File: src/rtl/free_list_ring.sv
// Circular free list of physical tags with speculative and committed heads for register renaming.
// Optional duplicate-release detection is enabled by defining FREELIST_DUP_CHECK_EN.
module free_list_ring #(
    parameter int unsigned NUM_PHYS = 64,
    parameter int unsigned NUM_ARCH = 32,
    parameter int unsigned TAG_W    = 6,
    parameter int unsigned DEPTH    = NUM_PHYS - NUM_ARCH
) (
    input  logic             CLK,
    input  logic             RESET_N,
    input  logic             SYS_INIT,
    input  logic             alloc_req_IN,
    output logic             alloc_valid_OUT,
    output logic [TAG_W-1:0] alloc_tag_OUT,
    input  logic             commit_IN,
    input  logic             release_valid_IN,
    input  logic [TAG_W-1:0] release_tag_IN,
    input  logic             flush_IN,
    output logic [TAG_W:0]   free_count_OUT,
    output logic             full_OUT,
    output logic             error_OUT
);

    localparam int unsigned IDX_W = $clog2(DEPTH);
    localparam int unsigned PTR_W = IDX_W + 1;

    typedef logic [PTR_W-1:0] ptr_t;

    logic [TAG_W-1:0] mem_q [DEPTH];
    logic [TAG_W-1:0] mem_d [DEPTH];
    ptr_t             tail_q, tail_d;
    ptr_t             spec_head_q, spec_head_d;
    ptr_t             commit_head_q, commit_head_d;
    logic             error_q, error_d;

    ptr_t             spec_free;
    ptr_t             commit_used;
    logic             alloc_ok;
    logic             commit_ok;
    logic             release_ok;

`ifdef FREELIST_DUP_CHECK_EN
    logic [NUM_PHYS-1:0] is_free_q, is_free_d;
    ptr_t                flush_cnt;
    ptr_t                flush_ptr;
`endif

    always_comb begin
        spec_free   = tail_q - spec_head_q;
        commit_used = tail_q - commit_head_q;
    end

    assign free_count_OUT  = (TAG_W+1)'(spec_free);
    assign alloc_valid_OUT = (spec_free != '0);
    assign full_OUT        = (commit_used == ptr_t'(DEPTH));
    assign alloc_tag_OUT   = mem_q[spec_head_q[IDX_W-1:0]];
    assign error_OUT       = error_q;

    always_comb begin
        mem_d         = mem_q;
        tail_d        = tail_q;
        commit_head_d = commit_head_q;
        error_d       = error_q;

        alloc_ok   = alloc_req_IN && alloc_valid_OUT && !flush_IN;
        commit_ok  = commit_IN && (commit_head_q != spec_head_q);
`ifdef FREELIST_DUP_CHECK_EN
        release_ok = release_valid_IN && !full_OUT && !is_free_q[release_tag_IN];
`else
        release_ok = release_valid_IN && !full_OUT;
`endif

        if (alloc_req_IN && !alloc_valid_OUT && !flush_IN) error_d = 1'b1;
        if (commit_IN && !commit_ok)                       error_d = 1'b1;
        if (release_valid_IN && !release_ok)               error_d = 1'b1;

        if (commit_ok) commit_head_d = commit_head_q + ptr_t'(1);
        if (release_ok) begin
            mem_d[tail_q[IDX_W-1:0]] = release_tag_IN;
            tail_d                   = tail_q + ptr_t'(1);
        end

        // Flush restores to the committed head after this cycle's commit.
        spec_head_d = flush_IN ? commit_head_d : spec_head_q + ptr_t'(alloc_ok);

`ifdef FREELIST_DUP_CHECK_EN
        is_free_d = is_free_q;
        flush_cnt = spec_head_q - commit_head_d;
        flush_ptr = commit_head_d;
        if (alloc_ok)   is_free_d[alloc_tag_OUT]  = 1'b0;
        if (release_ok) is_free_d[release_tag_IN] = 1'b1;
        if (flush_IN) begin
            for (int unsigned i = 0; i < DEPTH; i++) begin
                flush_ptr = commit_head_d + ptr_t'(i);
                if (ptr_t'(i) < flush_cnt) is_free_d[mem_q[flush_ptr[IDX_W-1:0]]] = 1'b1;
            end
        end
`endif

        if (SYS_INIT) begin
            for (int unsigned i = 0; i < DEPTH; i++) mem_d[i] = TAG_W'(NUM_ARCH + i);
            tail_d        = ptr_t'(DEPTH);
            spec_head_d   = '0;
            commit_head_d = '0;
            error_d       = 1'b0;
`ifdef FREELIST_DUP_CHECK_EN
            for (int unsigned i = 0; i < NUM_PHYS; i++) is_free_d[i] = (i >= NUM_ARCH);
`endif
        end
    end

    always_ff @(posedge CLK or negedge RESET_N) begin
        if (!RESET_N) begin
            for (int unsigned i = 0; i < DEPTH; i++) mem_q[i] <= TAG_W'(NUM_ARCH + i);
            tail_q        <= ptr_t'(DEPTH);
            spec_head_q   <= '0;
            commit_head_q <= '0;
            error_q       <= 1'b0;
`ifdef FREELIST_DUP_CHECK_EN
            for (int unsigned i = 0; i < NUM_PHYS; i++) is_free_q[i] <= (i >= NUM_ARCH);
`endif
        end else begin
            mem_q         <= mem_d;
            tail_q        <= tail_d;
            spec_head_q   <= spec_head_d;
            commit_head_q <= commit_head_d;
            error_q       <= error_d;
`ifdef FREELIST_DUP_CHECK_EN
            is_free_q     <= is_free_d;
`endif
        end
    end

endmodule

File: config.mk
export PLATFORM = sky130hd
export DESIGN_NAME = free_list_ring
export DESIGN_NICKNAME = d
export VERILOG_FILES = /design/src/rtl/free_list_ring.sv
export SDC_FILE = /design/constraint.sdc
export NUM_CORES = 1
export LEC_CHECK = 0
export CAP_MARGIN = 30
export CELL_PAD_IN_SITES_DETAIL_PLACEMENT = 0
export CELL_PAD_IN_SITES_GLOBAL_PLACEMENT = 1
export CORE_UTILIZATION = 50
export DETAILED_ROUTE_END_ITERATION = 16
export PLACE_DENSITY = 0.77
export SETUP_SLACK_MARGIN = 0.05
export SLEW_MARGIN = 25
export SYNTH_ARGS = -nofsm -noshare
export SYNTH_HDL_FRONTEND = slang
export SYNTH_SLANG_ARGS = --single-unit
File: constraint.sdc
create_clock -name CLK -period 4.91 [get_ports CLK]
set_clock_uncertainty 0.2 [all_clocks]
set_input_delay 0.982 -clock CLK [delete_from_list [all_inputs] [get_ports CLK]]
set_output_delay 0.982 -clock CLK [all_outputs]
set_load 0.005 [all_outputs]
==> Word level (Yosys, flattened, before mapping) <==
Cells that the tools add are included.
Widths: inputs -> output; s select.
{ "word_totals": {"word_cells": 83, "register_bits": 211, "output_inout_bits": 16} }
{ "classes": {"order_cmp": 3, "mux": 18, "bitwise": 2, "n_reduce_logical": 17, "add_sub_neg": 5, "eq_ne": 2} }
{ "ops": {"columns": ["op", "count"], "rows": [
  ["$mux 192", 2],
  ["$bwmux 192", 1],
  ["$mux 6", 9],
  ["$bmux 6 s5", 1],
  ["$demux 6 s5", 1],
  ["$add 6x1->6 const B", 2],
  ["$ge 6x6->1 const B", 2],
  ["$not 5->6", 2],
  ["$sub 6x6->6", 2],
  ["$logic_and 1x1->1", 9],
  ["$add 6x1->6", 1],
  ["$eq 6x6->1 const B", 1],
  ["$lt 6x1->1 const B", 1],
  ["$ne 6x6->1", 1],
  ["$reduce_bool 6->1", 1],
  ["$logic_not 1->1", 5],
  ["$mux 1", 4],
  ["$reduce_bool 4->1", 1],
  ["$reduce_bool 2->1", 1]
]} }

==> Depth between registers and ports, before layout <==
{ "depth": {"depth_word": 9, "depth_mapped": 16, "depth_no_buf": 15} }

==> Worst setup path before layout <==
Ideal clock, no wire load.
{ "synth_path": {"path_kind": "register to register", "startpoint": "reg spec_head_q[2]", "endpoint": "reg spec_head_q[4]", "synth_period_minus_slack_ns": 3.516, "path_buffers": 2, "arrival_time_ns": 3.222, "required_time_ns": 4.616, "path_stages_with_launch": 17, "path_slack_ns": 1.394, "setup_ns": 0.094, "path_cell_list": "dfrtp_1 > buf_2 > inv_1 > clkbuf_1 > ha_1 > o21ai_0 > a21o_2 > a21oi_1 > o211ai_1 > or4b_4 > and3_2 > ha_1 > ha_1 > nand3_1 > xnor2_1 > nor2_1 > a211oi_1"} }
{ "synth_between": {"elab_chain_cells": 7, "elab_cells_between_ends": 10, "classes_between": "2 x add/sub; 1 x eq/ne; 3 x mux; 4 x reduce/logical"} }
{ "synth_rtl": {"columns": ["element", "line_no", "text"], "rows": [
  ["start: declaration", "32", "ptr_t spec_head_q, spec_head_d;"],
  ["start signal: assignment", "125", "spec_head_q <= spec_head_d;"],
  ["$sub 6x6->6", "49", "spec_free = tail_q - spec_head_q;"],
  ["named net free_count_OUT[5]", "19", "output logic [TAG_W:0] free_count_OUT,"],
  ["$reduce_bool 6->1", "54", "assign alloc_valid_OUT = (spec_free != '0);"],
  ["named net alloc_valid_OUT", "13", "output logic alloc_valid_OUT,"],
  ["$logic_and 1x1->1 (2 in series)", "65", "alloc_ok = alloc_req_IN && alloc_valid_OUT && !flush_IN;"],
  ["$add 6x1->6", "84", "spec_head_d = flush_IN ? commit_head_d : spec_head_q + ptr_t'(alloc_ok);"],
  ["$mux 6", "84", null],
  ["$mux 6", "100", "if (SYS_INIT) begin"],
  ["named net spec_head_d[4]", "32", null]
]} }
The timed path passes the listed nets, and every way through them passes these cells.
A chain may end at the register's enable or synchronous reset.

==> Worst setup path in the final report <==
{ "layout_path": {"startpoint": "reg spec_head_q[3]", "endpoint": "out alloc_valid_OUT"} }
{ "layout_between": {"elab_chain_cells": 2} }
{ "layout_rtl": {"columns": ["element", "line_no"], "rows": [
  ["$sub 6x6->6", "49"],
  ["$reduce_bool 6->1", "54"],
  ["end: declaration", "13"]
]} }
No other way between the ends.

==> results.ini <==
[clock_network]
cts_buffers = 25
clock_sinks = 211
htree_num_levels = 1
cts_buffer_depth = 3
clk_latency_ns = 0.53
cts.clk_slew.worst_paths_ns = 0.06
cts_tree = built
cts_root_buffer = clkbuf_16
cts_setup_buffers = 0

[drt]
viasPerCell = 5.98
wl_per_cell_um = 23.0
drtIter0Drc = 582
dr.pass1.iters = 5
vias = 7898
wl_um = 30300
drc = 0
ant_nets = 0

[sta]
drv_slew = 0
setup_viol = 0
slew_headroom = 0.344
setup_ws_ns = 0.274
finalCritPeriodShare = 0.944
tightest_slew_ns = 0.981
hold_viol_final = 0
timing.setup.tns_ns = 0
rsz0062_at_grt = false
max_freq_ghz = 0.216
period_minus_slack_ns = 4.64

[yosys]
yosysSeqAreaShare = 0.470
yosys_warnings = 0
synth_top_area_frac = 0.257
synth_edf_count = 0
syn_avg_cell_area_um2 = 11.2
ys_seq_elements = 211
async_flop_share = 1.00
yosysMostFrequentCell = mux2i_1
syn_nets = 1057
ys.flop_type = dfstp_2
syn_inst = 1026
netlist_area_um2 = 11500
ys_top_cells_by_area = dfstp_2 26%, dfrtp_1 21%, mux2i_1 17%
synth_cell_types = 58
yosys.area.top_type = dfstp_2
yosys-top-cells-count = 192 x mux2i_1, 178 x nor2_1, 113 x dfstp_2

[floorplanning]
initial_core_util = 0.510
core_um2 = 22600
num_rows = 55
die_height_um = 154
ios = 29
die-area_um2 = 23700
die_x_um = 154

[worst_setup_path]
cp_slowest_cell = or4b_4
crit_fanout = 21
ff2ff_path_depth = 15
reg2reg_setup_slack_ns = 1.00
endpoint = alloc_valid_OUT
r2r-end = spec_head_q[5]
required_ns = 3.73
worstPathCellList = buf_4 > clkinv_1 > ha_1 > o21ai_0 > a21o_2 > a21oi_1 > o211ai_1 > or4b_4 > clkdlybuf4s50_1
r2r_start = spec_head_q[3]
crit_type = register to output port
critPathArrivalTime_ns = 3.45
max_stage_delay_ns = 0.56
crit_path_start = spec_head_q[3]
startpoint_type = register
cp-end-kind = output port

[place]
gp_congestion = 0.870
dp_slack_ns = 0.815
io_buffers = 27
dp_hpwl_um = 19900

[run]
drv_cap = 0

[global_route]
grt_max_degree = 134
antenna_found_initial = 0
grt_usage = 0.266
grt_pass1_wl_um = 48000
gr-total-overflow = 0
grt_pass1_vias = 7824

[final_layout]
drive_above_1_share = 0.240
diodes = 0
final_nets = 1049
syn_to_final_growth_pct = 11.1

[power_and_ir_drop]
ir_drop_v = 0.000271
finalPower_uw = 4800
powerDensity_nw_per_um2 = 374
p_leak_uw = 0.00545

[status]
outcome = finished clean

[min_path]
hp-class = input port to asynchronous set/reset pin

-- how the worst min path moves through the flow --
| stage | start | to | cells after the start |
|---|---|---|---|
| finish | RESET_N | mem_q[147] | 1 |
| global route | RESET_N | mem_q[154] | 1 |
| CTS | mem_q[95] | mem_q[95] | 2 |
| detailed placement | mem_q[91] | mem_q[91] | 2 |
| global placement | mem_q[90] | mem_q[90] | 2 |
| floorplan | mem_q[138] | mem_q[138] | 2 |
-- layer usage --
metal,part of all wire,GRT usage
met5,0.0015,0.0145
met4,0.033,0.0967
met3,0.057,0.0482
met2,0.44,0.399
met1,0.46,0.386
-- worst max-delay path, delay by kind of cell, from the launching register on --
family          cells  cell delay (ns)
buf+inv             3             1.06
simple gates        1             0.56
compound gates      4             0.53
fa+ha+maj           1             0.44
flops               1             0.32
-- kinds of logic (layout without fill, tap and decap cells) --
family,count (synthesis),after routing,share of synthesized area
XOR/XNOR,26,26,0.0214
multiplexers,222,222,0.225
buffers and inverters,96,106,0.0357
adder cells (fa/ha/maj),18,18,0.0202
AND/OR/NAND/NOR,315,315,0.131
AO/OA/AOI/OAI,137,137,0.0965
flip-flops,211,211,0.470
other,1,1,0.000325
-- final cells by class --
class	count	area, um2
fill	1919	9820
multi-input combinational	719	5710
sequential	211	5430
clock buffer	41	736
timing repair buffer	47	488
tap	285	357
inverter	14	52.6
clock inverter	4	47.5
-- cells in the final DEF, fill, tap and decap left out, types with 3 or more instances in the layout --
| cell type | n |
|---|---|
| a211oi_1 | 10 |
| clkdlybuf4s50_1 | 25 |
| nand2_1 | 23 |
| o211ai_1 | 5 |
| and2_1 | 11 |
| clkbuf_8 | 5 |
| o211ai_2 | 6 |
| clkbuf_16 | 25 |
| o21ai_0 | 14 |
| o21ai_1 | 20 |
| nor3_1 | 18 |
| ha_1 | 17 |
| buf_4 | 15 |
| o22ai_1 | 5 |
| xor2_1 | 12 |
| o21ai_4 | 3 |
| or2_1 | 3 |
| o31ai_1 | 5 |
| buf_12 | 3 |
| o211ai_4 | 10 |
| clkbuf_1 | 11 |
| dfrtp_1 | 96 |
| o221ai_1 | 19 |
| inv_1 | 13 |
| mux4_2 | 30 |
| dfstp_2 | 113 |
| nand3b_1 | 27 |
| mux2i_1 | 192 |
| xnor2_1 | 13 |
| nor2_1 | 175 |
| a21oi_1 | 29 |
| nand2b_1 | 28 |
| nor2_2 | 13 |
-- flip-flops by register name, indices dropped and copies added, names as in the netlist --
signal	flops
mem_q	192
tail_q	6
spec_head_q	6
error_OUT	1
commit_head_q	6
-- what timing repair did --
action,4_1_cts,5_1_grt
hold buffers,0,0
setup endpoints to repair,0,2
resized for setup,0,1
-- power breakdown --
group / internal [uW] / leakage, uW / switching, uW / total [uW]
clock network: 1070 / 0.000379 / 728 / 1800
logic: 406 / 0.00252 / 757 / 1160
registers: 1790 / 0.00255 / 46.2 / 1840
total: 3270 / 0.00545 / 1530 / 4800
-- stage by stage --
stage	std cells	hold WS (ns)	util	area (um2)
floorplan	1026	0.273	-	11500
global placement	1274	0.289	0.530	12000
detailed placement	1274	0.297	0.530	12000
CTS	1319	0.311	0.564	12800
global route	1321	0.120	0.566	12800
finish	1321	0.118	0.566	12800
Power figures use the tool's default switching activity.
